===== src/rtl/arith_pkg.sv =====
// Shared constants, state enum and decode bundle for the arithmetic sequencer.
package arith_pkg;

  // ALU operation codes
  localparam logic [2:0] ALU_ADDU = 3'd0;
  localparam logic [2:0] ALU_ADD  = 3'd2;
  localparam logic [2:0] ALU_SUB  = 3'd3;
  localparam logic [2:0] ALU_AND  = 3'd4;
  localparam logic [2:0] ALU_OR   = 3'd5;
  localparam logic [2:0] ALU_NOR  = 3'd6;
  localparam logic [2:0] ALU_XOR  = 3'd7;

  // Second ALU operand select
  localparam logic [1:0] ALU_SRC2_RT   = 2'd0;
  localparam logic [1:0] ALU_SRC2_SEXT = 2'd1;
  localparam logic [1:0] ALU_SRC2_ZEXT = 2'd2;

  // Opcodes
  localparam logic [5:0] OP_RTYPE = 6'h00;
  localparam logic [5:0] OP_ADDI  = 6'h08;
  localparam logic [5:0] OP_ANDI  = 6'h0C;
  localparam logic [5:0] OP_ORI   = 6'h0D;
  localparam logic [5:0] OP_XORI  = 6'h0E;

  // R-type funct codes
  localparam logic [5:0] FN_ADD = 6'h20;
  localparam logic [5:0] FN_SUB = 6'h22;
  localparam logic [5:0] FN_AND = 6'h24;
  localparam logic [5:0] FN_OR  = 6'h25;
  localparam logic [5:0] FN_XOR = 6'h26;
  localparam logic [5:0] FN_NOR = 6'h27;

  typedef enum logic [2:0] {
    S_IDLE   = 3'd0,
    S_FETCH  = 3'd1,
    S_DECODE = 3'd2,
    S_EXEC   = 3'd3,
    S_WB     = 3'd4,
    S_HALT   = 3'd5
  } state_t;

  // Decoded control bundle; all-zero means illegal with ADDU/rd/rtData selects
  typedef struct packed {
    logic       legal;
    logic       rd_src;
    logic [1:0] alu_src2;
    logic [2:0] alu_op;
  } dec_t;

endpackage


===== src/rtl/arith_seq_decode.sv =====
// Combinational opcode/funct decoder for the arithmetic sequencer.
module arith_seq_decode
  import arith_pkg::*;
(
  input  logic [5:0] opcode,
  input  logic [5:0] funct,
  output dec_t       dec
);

  // Map instruction fields to {legal, rd_src, alu_src2, alu_op}
  always_comb begin
    dec = '0;
    case (opcode)
      OP_RTYPE: begin
        dec.legal    = 1'b1;
        dec.rd_src   = 1'b0;
        dec.alu_src2 = ALU_SRC2_RT;
        case (funct)
          FN_ADD:  dec.alu_op = ALU_ADD;
          FN_SUB:  dec.alu_op = ALU_SUB;
          FN_AND:  dec.alu_op = ALU_AND;
          FN_OR:   dec.alu_op = ALU_OR;
          FN_XOR:  dec.alu_op = ALU_XOR;
          FN_NOR:  dec.alu_op = ALU_NOR;
          default: dec = '0;
        endcase
      end
      OP_ADDI: dec = '{legal: 1'b1, rd_src: 1'b1, alu_src2: ALU_SRC2_SEXT, alu_op: ALU_ADD};
      OP_ANDI: dec = '{legal: 1'b1, rd_src: 1'b1, alu_src2: ALU_SRC2_ZEXT, alu_op: ALU_AND};
      OP_ORI:  dec = '{legal: 1'b1, rd_src: 1'b1, alu_src2: ALU_SRC2_ZEXT, alu_op: ALU_OR};
      OP_XORI: dec = '{legal: 1'b1, rd_src: 1'b1, alu_src2: ALU_SRC2_ZEXT, alu_op: ALU_XOR};
      default: dec = '0;
    endcase
  end

endmodule


===== src/rtl/arith_sequencer.sv =====
// Multi-cycle FETCH/DECODE/EXEC/WB control sequencer for the arithmetic datapath.
// Optional build macro ARITH_SEQ_OVF_TRAP_EN: signed-add overflow in EXEC halts
// the machine instead of writing back.
module arith_sequencer
  import arith_pkg::*;
#(
  parameter int CNT_W = 16
) (
  input  logic             clock,
  input  logic             reset,
  input  logic             run,
  input  logic [5:0]       opcode,
  input  logic [5:0]       funct,
  input  logic             imem_ready,
  input  logic             alu_overflow,
  output logic             imem_req,
  output logic             ir_en,
  output logic             alu_en,
  output logic             rf_we,
  output logic             pc_en,
  output logic             rd_src,
  output logic [1:0]       alu_src2,
  output logic [2:0]       alu_op,
  output logic             except,
  output logic             busy,
  output logic [CNT_W-1:0] retired
);

  state_t             state, state_nxt;
  dec_t               dec;
  dec_t               dec_q;
  logic               except_q;
  logic [CNT_W-1:0]   retired_q;
  logic               ovf_trap;

  arith_seq_decode u_dec (
    .opcode (opcode),
    .funct  (funct),
    .dec    (dec)
  );

`ifdef ARITH_SEQ_OVF_TRAP_EN
  // Only the signed adds (add, addi) trap; the latched op identifies them
  assign ovf_trap = alu_overflow && (dec_q.alu_op == ALU_ADD);
`else
  logic unused_ovf;
  assign unused_ovf = alu_overflow;
  assign ovf_trap   = 1'b0;
`endif

  // State register
  always_ff @(posedge clock or negedge reset) begin
    if (!reset) state <= S_IDLE;
    else        state <= state_nxt;
  end

  // Next-state logic
  always_comb begin
    state_nxt = state;
    case (state)
      S_IDLE:   if (run) state_nxt = S_FETCH;
      S_FETCH:  if (imem_ready) state_nxt = S_DECODE;
      S_DECODE: state_nxt = dec.legal ? S_EXEC : S_HALT;
      S_EXEC:   state_nxt = ovf_trap ? S_HALT : S_WB;
      S_WB:     state_nxt = run ? S_FETCH : S_IDLE;
      S_HALT:   state_nxt = S_HALT;
      default:  state_nxt = S_IDLE;
    endcase
  end

  // Moore enables from state; ir_en additionally qualified by imem_ready
  always_comb begin
    imem_req = (state == S_FETCH);
    ir_en    = (state == S_FETCH) && imem_ready;
    alu_en   = (state == S_EXEC);
    rf_we    = (state == S_WB);
    pc_en    = (state == S_WB);
    busy     = (state != S_IDLE) && (state != S_HALT);
  end

  // Latch decoded selects in DECODE so they hold steady through EXEC and WB
  always_ff @(posedge clock or negedge reset) begin
    if (!reset)                 dec_q <= '0;
    else if (state == S_DECODE) dec_q <= dec;
  end

  // Sticky exception flag, set on the transition into HALT
  always_ff @(posedge clock or negedge reset) begin
    if (!reset)                                    except_q <= 1'b0;
    else if ((state == S_DECODE) && !dec.legal)    except_q <= 1'b1;
    else if ((state == S_EXEC) && ovf_trap)        except_q <= 1'b1;
  end

  // Retired counter advances on the edge leaving WB, wrapping naturally
  always_ff @(posedge clock or negedge reset) begin
    if (!reset)             retired_q <= '0;
    else if (state == S_WB) retired_q <= retired_q + CNT_W'(1);
  end

  assign rd_src   = dec_q.rd_src;
  assign alu_src2 = dec_q.alu_src2;
  assign alu_op   = dec_q.alu_op;
  assign except   = except_q;
  assign retired  = retired_q;

endmodule


===== config.mk =====
export PLATFORM = sky130hd
export DESIGN_NAME = arith_sequencer
export DESIGN_NICKNAME = d
export VERILOG_FILES = /design/src/rtl/arith_pkg.sv /design/src/rtl/arith_seq_decode.sv /design/src/rtl/arith_sequencer.sv
export SDC_FILE = /design/constraint.sdc
export NUM_CORES = 1
export LEC_CHECK = 0
export ABC_AREA = 1
export BUFFER_PORTS_ARGS = -buffer_cell sky130_fd_sc_hd__buf_2
export CAP_MARGIN = 20
export CORE_MARGIN = 2
export CORE_UTILIZATION = 45
export CTS_BUF_LIST = sky130_fd_sc_hd__clkbuf_8
export CTS_CLUSTER_SIZE = 14
export DETAILED_ROUTE_END_ITERATION = 6
export PLACE_DENSITY_LB_ADDON = 0.12
export SYNTH_ARGS = -nofsm -noshare
export SYNTH_HDL_FRONTEND = slang
export SYNTH_SLANG_ARGS = --single-unit

===== constraint.sdc =====
create_clock -name clock -period 2.1 [get_ports clock]
set_input_delay 0.42 -clock clock [delete_from_list [all_inputs] [get_ports clock]]
set_output_delay 0.42 -clock clock [all_outputs]
set_load 0.01 [all_outputs]

; ---- Word level (Yosys, flattened, before mapping)
; Index checks and enable logic that the tools add are counted.
[classes]
n_addsub = 1
eq_ne = 18
n_mux = 8
n_reduce_logical = 9
[ops]
columns = operator, n
row1 = 6-bit == test (second input constant), 6
row2 = 3-bit case mux with 6 select lines, 2
row3 = 7-bit case mux with 5 select lines, 1
row4 = 6-bit by 4-bit == test with 1-bit output (second input constant), 4
row5 = 16-bit by 1-bit adder with 16-bit output (second input constant), 1
row6 = 3-bit two-way mux, 3
row7 = 3-bit by 2-bit == test with 1-bit output (second input constant), 2
row8 = 3-bit == test (second input constant), 2
row9 = 6-bit logical NOT, 1
row10 = 6-bit OR reduction, 1
row11 = 4-bit two-way mux, 1
row12 = 2-bit != test (second input constant), 2
row13 = 3-bit by 1-bit == test with 1-bit output (second input constant), 1
row14 = 1-bit logical AND, 3
row15 = 3-bit logical NOT, 1
row16 = 3-bit != test (second input constant), 1
row17 = 3-bit nonzero test, 1
row18 = 2-bit AND reduction, 1
row19 = 1-bit logical NOT, 1
row20 = 1-bit two-way mux, 1
[word_totals]
reg_bits = 26
out_inout_bits = 29
wordCells = 42

; ---- Depth between registers and ports, before layout
[depth]
ltp_word = 6
ltp_mapped = 8
mapped_depth_nobuf = 8

; ---- Hierarchy
; From an unflattened synthesis, not the netlist that was laid out.
[hier_totals]
cells_unflattened = 197
area_unflattened_um2 = 1526.5
[modules_own_cells]
columns = mod, n_inst, cells_per_inst, area_per_inst_um2, seq_area_each_um2
row1 = arith_sequencer, 1, 146, 1291.2, 650.6
row2 = arith_seq_decode, 1, 51, 235.2, 0.0

; ---- Least setup slack after synthesis
; No wires, ideal clock.
[synth_timing]
kind = register to output
from = reg state[0]
to = out ir_en
arrival_time_ns = 1.015
required_time_ns = 1.680
path_slack_ns = 0.665
stages_incl_launch_ff = 5
path_buffers = 0
path_cell_list = dfrtp_1 > nand2_1 > nor2_1 > inv_1 > nor2_1
[synth_via]
elab_chain_len = 2
[synth_lines]
columns = item, line_no
row1 = from (decl), arith_sequencer.sv:29  ; state_t state, state_nxt;
row2 = from (signal assigned), arith_sequencer.sv:54  ; else state <= state_nxt;
row3 = 3-bit by 1-bit == test with 1-bit output, --
row4 = net imem_req, arith_sequencer.sv:16  ; output logic imem_req,
row5 = 1-bit logical AND, arith_sequencer.sv:74  ; ir_en = (state == S_FETCH) && imem_ready;
row6 = to (decl), arith_sequencer.sv:17  ; output logic ir_en,
; The timed path passes the listed nets, and every way through them passes these cells.

; ---- Worst setup path after layout
[layout_timing]
from = reg state[0]
to = out pc_en
[layout_via]
elab_chain_len = 1
[layout_lines]
columns = item, line_no
row1 = 3-bit == test, arith_sequencer.sv:77  ; pc_en = (state == S_WB);
row2 = to (decl), arith_sequencer.sv:20  ; output logic pc_en,
; No other way between the ends.

==> summary.md <==
| Metric | Value |
|---|---|
| Status | finished, final reports clean |
| Final setup margin | 0.310 ns |
| Rel. slew slack | between 60% and 70% |
| Fin. Hold Viols | 0 |
| GRT overflow | 0 |
| I/O Pins | 46 |
| Setup TNS | 0 ns |
| Most frequent cells in the layout | 63 x nand2_1, 44 x buf_2, 33 x inv_1 |
| WP data required | approximately 1.7 ns |
| Ant. Diodes | 0 |
| Final setup viols | 0 |
| Layout cell share with drive strength beyond 1 | 22.4% |
| Final hold slack | around 0.14 ns |
| Gate count after technology mapping | approximately 210 |
| Die ar. | roughly 3800 um^2 |
| CP max FO | 10 |
| Gr usage total | 18.3% |
| Synth Area in Simple Gates | 37.2% |
| Post-Syn Nets | 225 |
| Fmax | between 500 and 600 MHz |
| Final core utilization | just under 60% |
| First-pass GRT wire length | just over 5 mm |
| CTS buffer count | 3 |
| Pre-antenna DRT Iters | 4 |
| TritonCTS clock tree | yes |
| Period utilization | 85.2% |
| Largest net degree at the start of global routing | 27 |
| Adder-cell share of the synthesized area | less than 1% |
| Cell Pwr Density | about 890 nW/um^2 |
| Synth Register Bits | 26 |
| Most common cell after layout, fill and taps aside | nand2_1 |
| Fin area | about 1800 um^2 |
| Post-route ant nets | 0 |
| Initial Utilization | 48.1% |
| Crit path time final | approximately 1.8 ns |
| Via count | roughly 1400 |
| Area Overhead vs Synth | 21.4% |
| RSZ-0062 raised after global routing | no |
| CTS root buf | clkbuf_8 |
| Max Cap Viol | 0 |
| HP Class | input port to asynchronous set/reset pin |
| Compound-Gate Fraction of Synth Area | ~5.7% |
| R2r startpoint | state[0] |
| Worst Tran Pin Value | 0.568 ns |
| H-Tree Depth | 1 |
| Initial drt markers | 56 |
| Syn Std Cell Area | about 1500 um^2 |
| Skew final | between 0.0015 and 0.002 ns |
| Routed wire per std cell | around 10 um |
| Routed Wire Length | a little under 3 mm |
| Post-CTS Setup Inserts | 0 |
| Crit Path Category | register to output pin |
| Hold Buf Count CTS | 0 |
| GP Congestion | ~0.81 |
| Via/cell ratio | between 4 and 5 |
| Leak pwr | ~1.1 nW |
| Worst Setup SP | state[0] |
| FP Rows | 20 |
| Initial antenna violation count | 0 |
| Port bufs | between 40 and 50 |
| Skew-Pair Late Insertion Delay | between 0.2 and 0.3 ns |
| Post-cts resize count | 0 |
| DRC Markers | 0 |
| Worst-path clk slew | ~0.09 ns |
| Peak supply drop | around 0.00042 V |
| Synth Area per Inst | between 7 and 8 um^2 |
| Placement Setup Slack | just under 0.6 ns |
| DIE WIDTH | a little over 60 um |
| Vias in the first global route | between 1000 and 1500 |
| Library cells used by synthesis | 25 |
| Critical Path AT | ~1.4 ns |
| Mux share of post-synthesis cell area | 0% |
| Largest family of logic cells by synthesized area | simple AND/OR/NAND/NOR gates |
| CTS sink count | 26 |
| XOR/XNOR share of the synthesized area | between 4 and 5% |
| Sequential share of the synthesized area | a little over two fifths |
| Core area | approximately 3100 um^2 |
| Final slew viol count | 0 |
| CP Launch Type | register |
| Clock Path Buffers | 2 |
| Detailed placement HPWL | ~2.4 mm |
| # nets final | 273 |
| CP Capture Type | output pin |
| Post-Place Cell Area | 1770 um^2 |
| Die Y | around 62 um |
| Warnings from Yosys | 0 |
[power by group]
group | internal [W] | switching, W | total, W
sequential | 0.000616 | 0.000114 | 0.000730
clock | 0.000167 | 0.000147 | 0.000314
combinational | 0.000241 | 0.000338 | 0.000579
[worst max-delay path, cell delays in order, from the launching register on]
cell and delay (ns):
dfrtp_1 0.48, nor2_4 0.16, nand2_4 0.11, inv_2 0.18, buf_2 0.17
[stage by stage]
step	total power [W]	cells
3_5_place_dp	0.00133	294
3_3_place_gp	0.00132	294
4_1_cts	0.00165	298
6_report	0.00162	298
5_1_grt	0.00176	298
2_1_floorplan	0.00111	207
[sequential cells by signal (all words and copies together), names as in the netlist]
name / count
state: 3
except: 1
alu_op: 3
retired: 16
rd_src: 1
alu_src2: 2
[routing by layer]
layer | track usage (%) | routed length, um
met1 | 25.6 | 1520
met2 | 29.8 | 1340
met3 | 1.86 | 78
met4 | 6.38 | 27
met5 | 0 | 0
[layout make-up]
type / count / area, um^2
flip-flops and latches: 26 / 651
multi-input cells: 146 / 719
clock buffers: 4 / 55.1
inverters: 34 / 128
well taps: 44 / 55.1
repair buffers: 44 / 220
fillers: 313 / 1300
[logic make-up (layout without fill, tap and decap cells)]
family,after synthesis,count (layout)
buffers and inverters,35,82
AOI/OAI and AO/OA,16,16
adders and majority gates,1,1
xor gates and xnor gates,7,7
DFF,26,26
and+or+nand+nor,122,122
[cells in the mapped netlist (all sizes together)]
library cell | number | share of area, %
nand3 | 17 | 6.3
o22a | 1 | 0.58
a21oi | 4 | 1.3
o21a | 1 | 0.50
buf | 1 | 0.50
nor2 | 29 | 8.2
nor3b | 1 | 0.83
or2 | 1 | 0.42
nand2 | 64 | 16
o21ai | 10 | 3.3
nand4 | 5 | 2.1
nor3 | 2 | 1.4
and2 | 1 | 0.42
dfrtp | 26 | 43
ha | 1 | 0.83
xor2 | 3 | 1.7
nand3b | 2 | 1.0
xnor2 | 4 | 2.3
inv | 34 | 8.5
[path summary, 6_finish.rpt]
path,to,slack [ns],depth (start not counted)
max in group asynchronous,retired[1],1.58,1
max,pc_en,0.31,4
min in group clock,state[0],0.45,3
max reg2reg,retired[12],0.69,6
min,state[2],0.14,1
min reg2reg,except,0.47,2
(Power assumes the default switching activity.)
